<file path="src/rtl/instr_encoder.sv">
// ============================================================================
// instr_encoder : streaming RV32I field-to-word encoder with address tagging
// Revision      : 1.0
// ============================================================================
`default_nettype none

module instr_encoder #(
   parameter int                ADDR_W    = 32,
   parameter logic [ADDR_W-1:0] BASE_ADDR = '0
) (
   input  logic              clk,
   input  logic              rst_n,
   input  logic              in_valid,
   output logic              in_ready,
   input  logic [2:0]        in_fmt,
   input  logic [6:0]        in_opcode,
   input  logic [4:0]        in_rd,
   input  logic [4:0]        in_rs1,
   input  logic [4:0]        in_rs2,
   input  logic [2:0]        in_funct3,
   input  logic [6:0]        in_funct7,
   input  logic [31:0]       in_imm,
   output logic              out_valid,
   input  logic              out_ready,
   output logic [31:0]       out_instr,
   output logic [ADDR_W-1:0] out_addr,
   output logic              out_err,
   output logic              err_sticky
);

   localparam logic [2:0]        FMT_R     = 3'd0;
   localparam logic [2:0]        FMT_I     = 3'd1;
   localparam logic [2:0]        FMT_S     = 3'd2;
   localparam logic [2:0]        FMT_B     = 3'd3;
   localparam logic [2:0]        FMT_U     = 3'd4;
   localparam logic [2:0]        FMT_J     = 3'd5;
   localparam logic [ADDR_W-1:0] ADDR_STEP = ADDR_W'(4);

   logic [31:0] enc_instr;
   logic        enc_err;
   logic        in_xfer;
   logic        out_xfer;
   logic        load_out;
   logic        skid_full;
   logic        skid_full_nxt;
   logic [31:0] skid_instr;
   logic        skid_err;

   // Sign-extension checks: every bit above the field's top bit must match it.
   logic ext11_ok;
   logic ext12_ok;
   logic ext20_ok;

   assign ext11_ok = (&in_imm[31:11]) || !(|in_imm[31:11]);
   assign ext12_ok = (&in_imm[31:12]) || !(|in_imm[31:12]);
   assign ext20_ok = (&in_imm[31:20]) || !(|in_imm[31:20]);

   always_comb begin
      enc_instr = '0;
      enc_err   = 1'b0;
      case (in_fmt)
         FMT_R: begin
            enc_instr = {in_funct7, in_rs2, in_rs1, in_funct3, in_rd, in_opcode};
         end
         FMT_I: begin
            enc_instr = {in_imm[11:0], in_rs1, in_funct3, in_rd, in_opcode};
            enc_err   = !ext11_ok;
         end
         FMT_S: begin
            enc_instr = {in_imm[11:5], in_rs2, in_rs1, in_funct3, in_imm[4:0], in_opcode};
            enc_err   = !ext11_ok;
         end
         FMT_B: begin
            enc_instr = {in_imm[12], in_imm[10:5], in_rs2, in_rs1, in_funct3,
                         in_imm[4:1], in_imm[11], in_opcode};
            enc_err   = !ext12_ok || in_imm[0];
         end
         FMT_U: begin
            enc_instr = {in_imm[31:12], in_rd, in_opcode};
            enc_err   = |in_imm[11:0];
         end
         FMT_J: begin
            enc_instr = {in_imm[20], in_imm[10:1], in_imm[11], in_imm[19:12], in_rd, in_opcode};
            enc_err   = !ext20_ok || in_imm[0];
         end
         default: begin
            enc_instr = '0;
            enc_err   = 1'b1;
         end
      endcase
   end

   assign in_xfer  = in_valid && in_ready;
   assign out_xfer = out_valid && out_ready;
   assign load_out = !out_valid || out_ready;

   // A loading output stage always drains the skid; a stalled one parks new input there.
   assign skid_full_nxt = load_out ? 1'b0 : (skid_full || in_xfer);

   always_ff @(posedge clk or negedge rst_n) begin
      if (!rst_n) begin
         out_valid  <= 1'b0;
         out_instr  <= '0;
         out_err    <= 1'b0;
         out_addr   <= BASE_ADDR;
         err_sticky <= 1'b0;
         in_ready   <= 1'b1;
         skid_full  <= 1'b0;
         skid_instr <= '0;
         skid_err   <= 1'b0;
      end else begin
         if (load_out) begin
            if (skid_full) begin
               out_instr <= skid_instr;
               out_err   <= skid_err;
               out_valid <= 1'b1;
            end else if (in_xfer) begin
               out_instr <= enc_instr;
               out_err   <= enc_err;
               out_valid <= 1'b1;
            end else begin
               out_valid <= 1'b0;
            end
         end else if (in_xfer) begin
            skid_instr <= enc_instr;
            skid_err   <= enc_err;
         end
         skid_full <= skid_full_nxt;
         in_ready  <= !skid_full_nxt;
         if (out_xfer) begin
            out_addr <= out_addr + ADDR_STEP;
            if (out_err) begin
               err_sticky <= 1'b1;
            end
         end
      end
   end

endmodule

`default_nettype wire

</file>
<file path="config.mk">
export PLATFORM = sky130hd
export DESIGN_NAME = instr_encoder
export DESIGN_NICKNAME = d
export VERILOG_FILES = /design/src/rtl/instr_encoder.sv
export SDC_FILE = /design/constraint.sdc
export NUM_CORES = 1
export LEC_CHECK = 0
export CAP_MARGIN = 20
export CORE_MARGIN = 2
export CORE_UTILIZATION = 60
export DETAILED_ROUTE_END_ITERATION = 8
export DONT_BUFFER_PORTS = 1
export GPL_ROUTABILITY_DRIVEN = 0
export MAX_ROUTING_LAYER = met4
export PLACE_DENSITY = 0.76
export SETUP_SLACK_MARGIN = 0.2
export SKIP_CTS_REPAIR_TIMING = 1
export SYNTH_ARGS = -nofsm -noshare
export SYNTH_HDL_FRONTEND = slang
export SYNTH_SLANG_ARGS = --single-unit
</file>
<file path="constraint.sdc">
create_clock -name clk -period 2.23 [get_ports clk]
set_input_delay 0.3345 -clock clk [delete_from_list [all_inputs] [get_ports clk]]
set_output_delay 0.3345 -clock clk [all_outputs]
set_load 0.02 [all_outputs]
</file>
Yosys cells after proc, flatten, opt, wreduce, memory -nomap -nowiden:

Cells that the tools add are included.

* output and inout port bits: 68
* bits of input ports: 71
* register bits: 102
* word-level logic and storage cells: 55

* equality and inequality tests: 5
* bitwise logic cells: 1
* reduce and logical (&&, ||, !) cells: 30
* $add $sub $neg: 1
* mux-type cells: 9

Operators with widths (count)
* 32-bit case mux with 6 select lines: 1
* 32-bit two-way mux: 2
* 32-bit by 3-bit adder with 32-bit output (second input constant): 1
* 12-bit OR reduction: 2
* 21-bit AND reduction: 1
* 21-bit OR reduction: 1
* 20-bit AND reduction: 1
* 20-bit OR reduction: 1
* 12-bit AND reduction: 1
* 1-bit zero test: 8
* 1-bit logical OR: 7
* 3-bit by 2-bit == test with 1-bit output (second input constant): 2
* 3-bit == test (second input constant): 2
* 2-bit AND reduction: 3
* 1-bit two-way mux: 5
* 1-bit case mux with 5 select lines: 1
* 3-bit by 1-bit == test with 1-bit output (second input constant): 1
* 3-bit zero test: 1
* 1-bit logical AND: 2
* 2-bit nonzero test: 1
* 2-bit OR reduction: 1
* 1-bit NOT: 1

Depth between registers and ports, before layout:

Gate-level depths: netlist (run 1).

* depth in word-level cells: 8
* gate-level depth with buffers: 7
* gate-level depth less buffers: 6

Least setup slack after synthesis (run 1):

OpenSTA, ideal clock, no wires.

* path type: register -> register
* start: reg out_addr[10]
* end: reg out_addr[31]
* arrival time: 1806 ps
* data required time: 2151 ps
* period minus slack after synthesis: 1885 ps
* setup time: 79 ps
* buffers on the path: 0
* slack: 345 ps
* stages on the path, launching flop included: 6
* cells stage by stage: dfrtp_1 nand4_2 or4_4 nor3_4 and4_1 xor2_1

* longest elaborated chain between the ends: 1

Ends and longest elaborated chain
* start: declaration: line 26 `output logic [ADDR_W-1:0] out_addr,`
* start signal: assignment: line 131 `out_addr <= out_addr + ADDR_STEP;`
* 32-bit by 3-bit adder with 32-bit output: line 131

No other way between the ends.
A chain may end at the register's enable or synchronous reset.

Final worst setup path (run 1):

* start: reg out_addr[2]
* end: reg out_addr[28]

The elaborated chain is that of the path after synthesis.

==> results of run 1 <==
-- routing by layer --
layer | up-vias | GRT usage [%] | routed length (µm)
met3 | 12 | 7.70 | 981
met2 | 152 | 39.8 | 5110
li1 | 1766 | - | -
met5 | - | - | 0
met1 | 1753 | 31.9 | 4580
met4 | 0 | 7.37 | 112
-- cell type report --
| cell class | instances | area [µm²] |
|---|---|---|
| Tap cell | 102 | 128 |
| Sequential cell | 100 | 2510 |
| Timing Repair Buffer | 10 | 87.6 |
| Fill cell | 646 | 2660 |
| Clock buffer | 11 | 131 |
| Multi-Input combinational cell | 378 | 2240 |
| Inverter | 3 | 11.3 |
| Clock inverter | 5 | 37.5 |
-- through the flow --
stage | setup slack [ns] | util, % | instances | hold WS (ns) | instance area [µm²]
finish | 0.315 | 65.9 | 609 | -0.349 | 5150
global placement | 0.338 | 63.7 | 593 | 0.0415 | 4970
floorplan | 0.345 | - | 512 | 0.0389 | 4880
detailed placement | 0.263 | 63.7 | 593 | 0.0408 | 4970
CTS | 0.239 | 65.8 | 609 | -0.354 | 5140
global route | 0.217 | 65.9 | 609 | -0.374 | 5150
-- registers in the layout, indices dropped and copies added (netlist names) --
signal	count
out_instr	32
skid_instr	32
out_addr	30
err_sticky	1
in_ready	1
out_err	1
out_valid	1
skid_err	1
skid_full	1
-- critical path: cells and delay by family, from the launching register on --
family,cells,cell delay (ns)
AND/OR/NAND/NOR,4,0.97
flip-flops,1,0.46
XOR/XNOR,1,0.16
adder cells (fa/ha/maj),1,0.21
-- synthesized netlist by cell type, drive strengths merged, types with 8 or more instances --
cell type / number
nand2: 89
mux2: 14
nand4: 10
xnor2: 23
nor2b: 12
a22oi: 9
o21ai: 67
clkbuf: 23
a22o: 11
nand3: 11
mux2i: 18
dfrtp: 99
nor2: 29
a21oi: 37
buf: 8
-- cell families after synthesis --
group,count (synthesis),share of synthesized area (%)
other,1,0.0770
xor gates and xnor gates,30,5.39
DFF,100,51.4
and+or+nand+nor,181,17.8
buffers and inverters,34,2.85
AOI/OAI and AO/OA,132,15.3
muxes,32,6.93
adders and majority gates,1,0.257
-- final timing paths --
kind / to / slack (ns) / cells past startpoint
max in group asynchronous: in_ready$_DFF_PN1_ / 2.33 / 0
min reg2reg: skid_instr[10]$_DFFE_PN0P_ / 0.49 / 2
max: out_addr[28]$_DFFE_PN0P_ / 0.31 / 6
min in group clk: out_valid$_DFFE_PN0N_ / 0.11 / 2
min: out_addr[23]$_DFFE_PN0P_ / -0.35 / 0
max reg2reg: out_addr[28]$_DFFE_PN0P_ / 0.31 / 6
-- power by group --
group	switching [µW]	internal [µW]
registers	548	2180
clock network	618	411
logic	367	310
==> flow_metrics.tcl, run 1 <==
set metrics [dict create \
    fmax_ghz 0.522 \
    drt_wl_total_um 10800 \
    start_util_pct 62.4 \
    areaGrowthSynthToFinish_pct 5.62 \
    core_area_mm2 0.00781 \
    crit_slowest_cell "dfrtp_2" \
    setup_violations 0 \
    die_y_um 94.1 \
    cp-end-kind "flop" \
    worstSetupStartpoint "out_addr[2]$_DFFE_PN0P_" \
    first_pass_iters 5 \
    drt-wirelength-per-cell_um 17.7 \
    status "finished, violations left" \
    rows 32 \
    grt_pass1_vias 3578 \
    drc_errors 0 \
    final_max_slew_viol_count 0 \
    ir_drop_uv 359 \
    yosys.area.top_type "dfrtp_1" \
    syn_area_mm2 0.00487 \
    grt_start_max_net_pins 101 \
    cts_sinks 100 \
    pin_count 139 \
    finalHoldViolCount 100 \
    syn_area_per_cell_um2 9.53 \
    leakagePower_uw 0.00229 \
    synth_edf_count 0 \
    worst_pin_slew_ns 0.928 \
    postSynthCellCount 511 \
    clk_pin_slew_ns 0.10 \
    gr-total-overflow 0 \
    dieArea_mm2 0.00886 \
    critical_path_arrival_ns 2.15 \
    ctsRootBufferMaster "clkbuf_8" \
    die_w_um 94.1 \
    finalPower_uw 4430 \
    vias 3683 \
    grt_usage_pct 25.3 \
    rsz0062_at_grt "no" \
    insertion_delay_ns 0.36 \
    holdWs_ns -0.349 \
    dp_hpwl_um 7690 \
    critPathLaunchType "flop" \
    ys_seq_area_share_pct 51.4 \
    failed_checks "negative hold slack" \
    synth-main-ff-cell "dfrtp_1" \
    p_per_area_mw_per_mm2 862 \
    path_cells "ha_1 > nand2_1 > or3_1 > nor3_4 > nand3_1 > xnor2_1" \
    nNetsFinal 574 \
    cap_violations 0 \
    cts_buffers 9 \
    critPathKind "reg -> reg" \
    timing.rr.start "out_addr[2]$_DFFE_PN0P_" \
    synth-seq-cells 100 \
    async_reset_ff_share_pct 100 \
    final_common_cell "dfrtp_1" \
    viasPerCell 6.05 \
    maxSlewHeadroom_pct 38.0 \
    grt_first_pass_wirelength_um 17100 \
    ant_nets 0 \
    cp_max_fo 5 \
    yosysWarnings 0 \
    layout_common_cells "94 x dfrtp_1, 88 x nand2_1, 67 x o21ai_0" \
    max_stage_delay_ns 0.46 \
    cts_buffer_depth 2 \
    fin_worst_skew_ns 0.0113 \
    min_path_type "in -> async" \
    final.setup.tns_ns 0 \
    antenna_found_initial 0 \
    cp_data_required_time_ns 2.47 \
    post_synth_num_cell_types 43 \
    finalCriticalPeriod_ns 1.92 \
    yosysTopAreaCellShare_pct 50.8 \
    drive_gt1_share_pct 10.1 \
    cts.htree.levels 3 \
    drt_iter0_drc 163 \
    cts_tree "done" \
    synthTopCellsByArea "dfrtp_1 51%, o21ai_0 6.9%, nand2_1 6.9%, xnor2_1 4.1%, a21oi_1 3.8%" \
    finalCritPeriodShare_pct 85.9 \
    diodes 0 \
    io_buffer_count 0 \
]
(Power assumes the default switching activity.)
==> inputs of run 2 (changes only) <==
--- a/config.mk
+++ b/config.mk
@@ -7,14 +7,14 @@
 export LEC_CHECK = 0
 export CAP_MARGIN = 20
 export CORE_MARGIN = 2
-export CORE_UTILIZATION = 60
+export CORE_UTILIZATION = 40
 export DETAILED_ROUTE_END_ITERATION = 8
 export DONT_BUFFER_PORTS = 1
 export GPL_ROUTABILITY_DRIVEN = 0
 export MAX_ROUTING_LAYER = met4
-export PLACE_DENSITY = 0.76
 export SETUP_SLACK_MARGIN = 0.2
 export SKIP_CTS_REPAIR_TIMING = 1
+export SKIP_LAST_GASP = 1
 export SYNTH_ARGS = -nofsm -noshare
 export SYNTH_HDL_FRONTEND = slang
 export SYNTH_SLANG_ARGS = --single-unit
==> run 2 against run 1 <==
Register-to-register slack barely moved. Clock power rose by 61%. The run still ends with negative hold slack left. Worst setup slack got worse by 0.0042 ns. Clock skew fell by 0.0062 ns. Hold slack improved by 0.034 ns. First-iteration DRC count rose by 3.1%. Global-route usage fell by 6.6 points. Critical path type unchanged. Critical path depth fell by 1. Power rose by 14%. Cell area rose by 4.0%. Die area rose by 48%. Combinational power fell by 1%. Highest routed layer unchanged.
==> flow_metrics.tcl, run 2 (same netlist as run 1, synthesis figures left out) <==
set metrics [dict create \
    ir_drop_uv 340 \
    diodes 0 \
    insertion_delay_ns 0.34 \
    finalCriticalPeriod_ns 1.92 \
    cp_data_required_time_ns 2.45 \
    fin_worst_skew_ns 0.00509 \
    holdWs_ns -0.315 \
    start_util_pct 40.7 \
    rrSetupSlack_ns 0.31 \
    rsz0062_at_grt "no" \
    cts.htree.levels 3 \
    timing.rr.start "out_addr[7]$_DFFE_PN0P_" \
    drt-wirelength-per-cell_um 17.6 \
    failed_checks "negative hold slack" \
    min_path_type "in -> async" \
    cts_tree "done" \
    crit_family "simple AND/OR/NAND/NOR gates" \
    max_stage_delay_ns 0.53 \
    cts_buffers 9 \
    critical_path_arrival_ns 2.14 \
    ant_nets 0 \
    areaGrowthSynthToFinish_pct 9.86 \
    dieArea_mm2 0.0131 \
    rows 40 \
    cp-end-kind "flop" \
    finalHoldViolCount 100 \
    die_w_um 114 \
    maxSlewHeadroom_pct 38.3 \
    io_buffer_count 0 \
    gr-total-overflow 0 \
    path_cells "nand3_1 > or4_4 > nor3_4 > nand3_1 > xnor2_1" \
    drt_wl_total_um 11500 \
    cts_buffer_depth 2 \
    fmax_ghz 0.521 \
    pin_count 139 \
    clk_pin_slew_ns 0.07 \
    finalCritPeriodShare_pct 86.1 \
    grt_start_max_net_pins 101 \
    cap_violations 0 \
    ctsRootBufferMaster "clkbuf_16" \
    setup_violations 0 \
    reg_top3 "out_instr (32), skid_instr (32), out_addr (30)" \
    final_util_pct 44.7 \
    drive_gt1_share_pct 9.68 \
    crit_slowest_cell "dfrtp_1" \
    critPathLaunchType "flop" \
    path_common_cell "nand3_1" \
    worstSetupStartpoint "out_addr[7]$_DFFE_PN0P_" \
    p_per_area_mw_per_mm2 946 \
    grt_pass1_vias 3590 \
    core_area_mm2 0.0120 \
    nNetsFinal 574 \
    fillCellCount 1145 \
    drt_iter0_drc 168 \
    vias 3616 \
    leakagePower_uw 0.00237 \
    cts_sinks 100 \
    antenna_found_initial 0 \
    dp_hpwl_um 8130 \
    worst_pin_slew_ns 0.924 \
    layout_common_cells "96 x dfrtp_1, 88 x nand2_1, 67 x o21ai_0" \
    critPathKind "reg -> reg" \
    die_y_um 114 \
    cp_max_fo 5 \
    final_max_slew_viol_count 0 \
    grt_usage_pct 18.7 \
    final.setup.tns_ns 0 \
    final_common_cell "dfrtp_1" \
    viasPerCell 5.54 \
    grt_first_pass_wirelength_um 18500 \
    drc_errors 0 \
    status "finished, violations left" \
    cp_num_buf_inv 0 \
    first_pass_iters 4 \
]
==> run 2: worst paths after layout <==
check	to	cells past startpoint
worst max-delay path	out_addr[26]$_DFFE_PN0P_	5
worst min-delay path	skid_instr[13]$_DFFE_PN0P_	0
worst max register to register	out_addr[26]$_DFFE_PN0P_	5
max in group asynchronous	in_ready$_DFF_PN1_	0
worst min register to register	skid_instr[11]$_DFFE_PN0P_	2
min in group clk	out_valid$_DFFE_PN0N_	2
==> run 2: metal layers <==
metal / routed length (µm) / global-route usage, %
met1: 5130 / 23.4
met2: 5250 / 28.9
met3: 923 / 5.35
met4: 190 / 7.32
met5: 0 / -
==> run 2: final cells by class <==
cell class	instances	area, µm²	area share [%]
clock buffers	11	243	4.53
clock inverters	4	73.8	1.38
well taps	147	184	3.44
repair buffers	10	87.6	1.64
flip-flops and latches	100	2510	46.8
inverters	3	11.3	0.210
multi-input cells	378	2250	42.0
==> run 2: power breakdown <==
part,total (µW),internal [µW],leakage [µW],switching (µW)
sequential,2730,2180,0.00128,552
combinational,668,309,0.000933,359
clock,1660,1010,0.000156,655
total,5070,3500,0.00237,1570
==> run 2: stage by stage <==
stage | power, µW | instance area [µm²] | hold slack (ns) | std cells | setup WS, ns
floorplan | 3240 | 4880 | 0.0389 | 512 | 0.345
global placement | 3400 | 5030 | 0.0411 | 638 | 0.344
detailed placement | 3440 | 5030 | 0.0421 | 638 | 0.280
CTS | 5130 | 5350 | -0.336 | 653 | 0.266
global route | 5360 | 5350 | -0.334 | 653 | 0.204
finish | 5070 | 5350 | -0.315 | 653 | 0.311
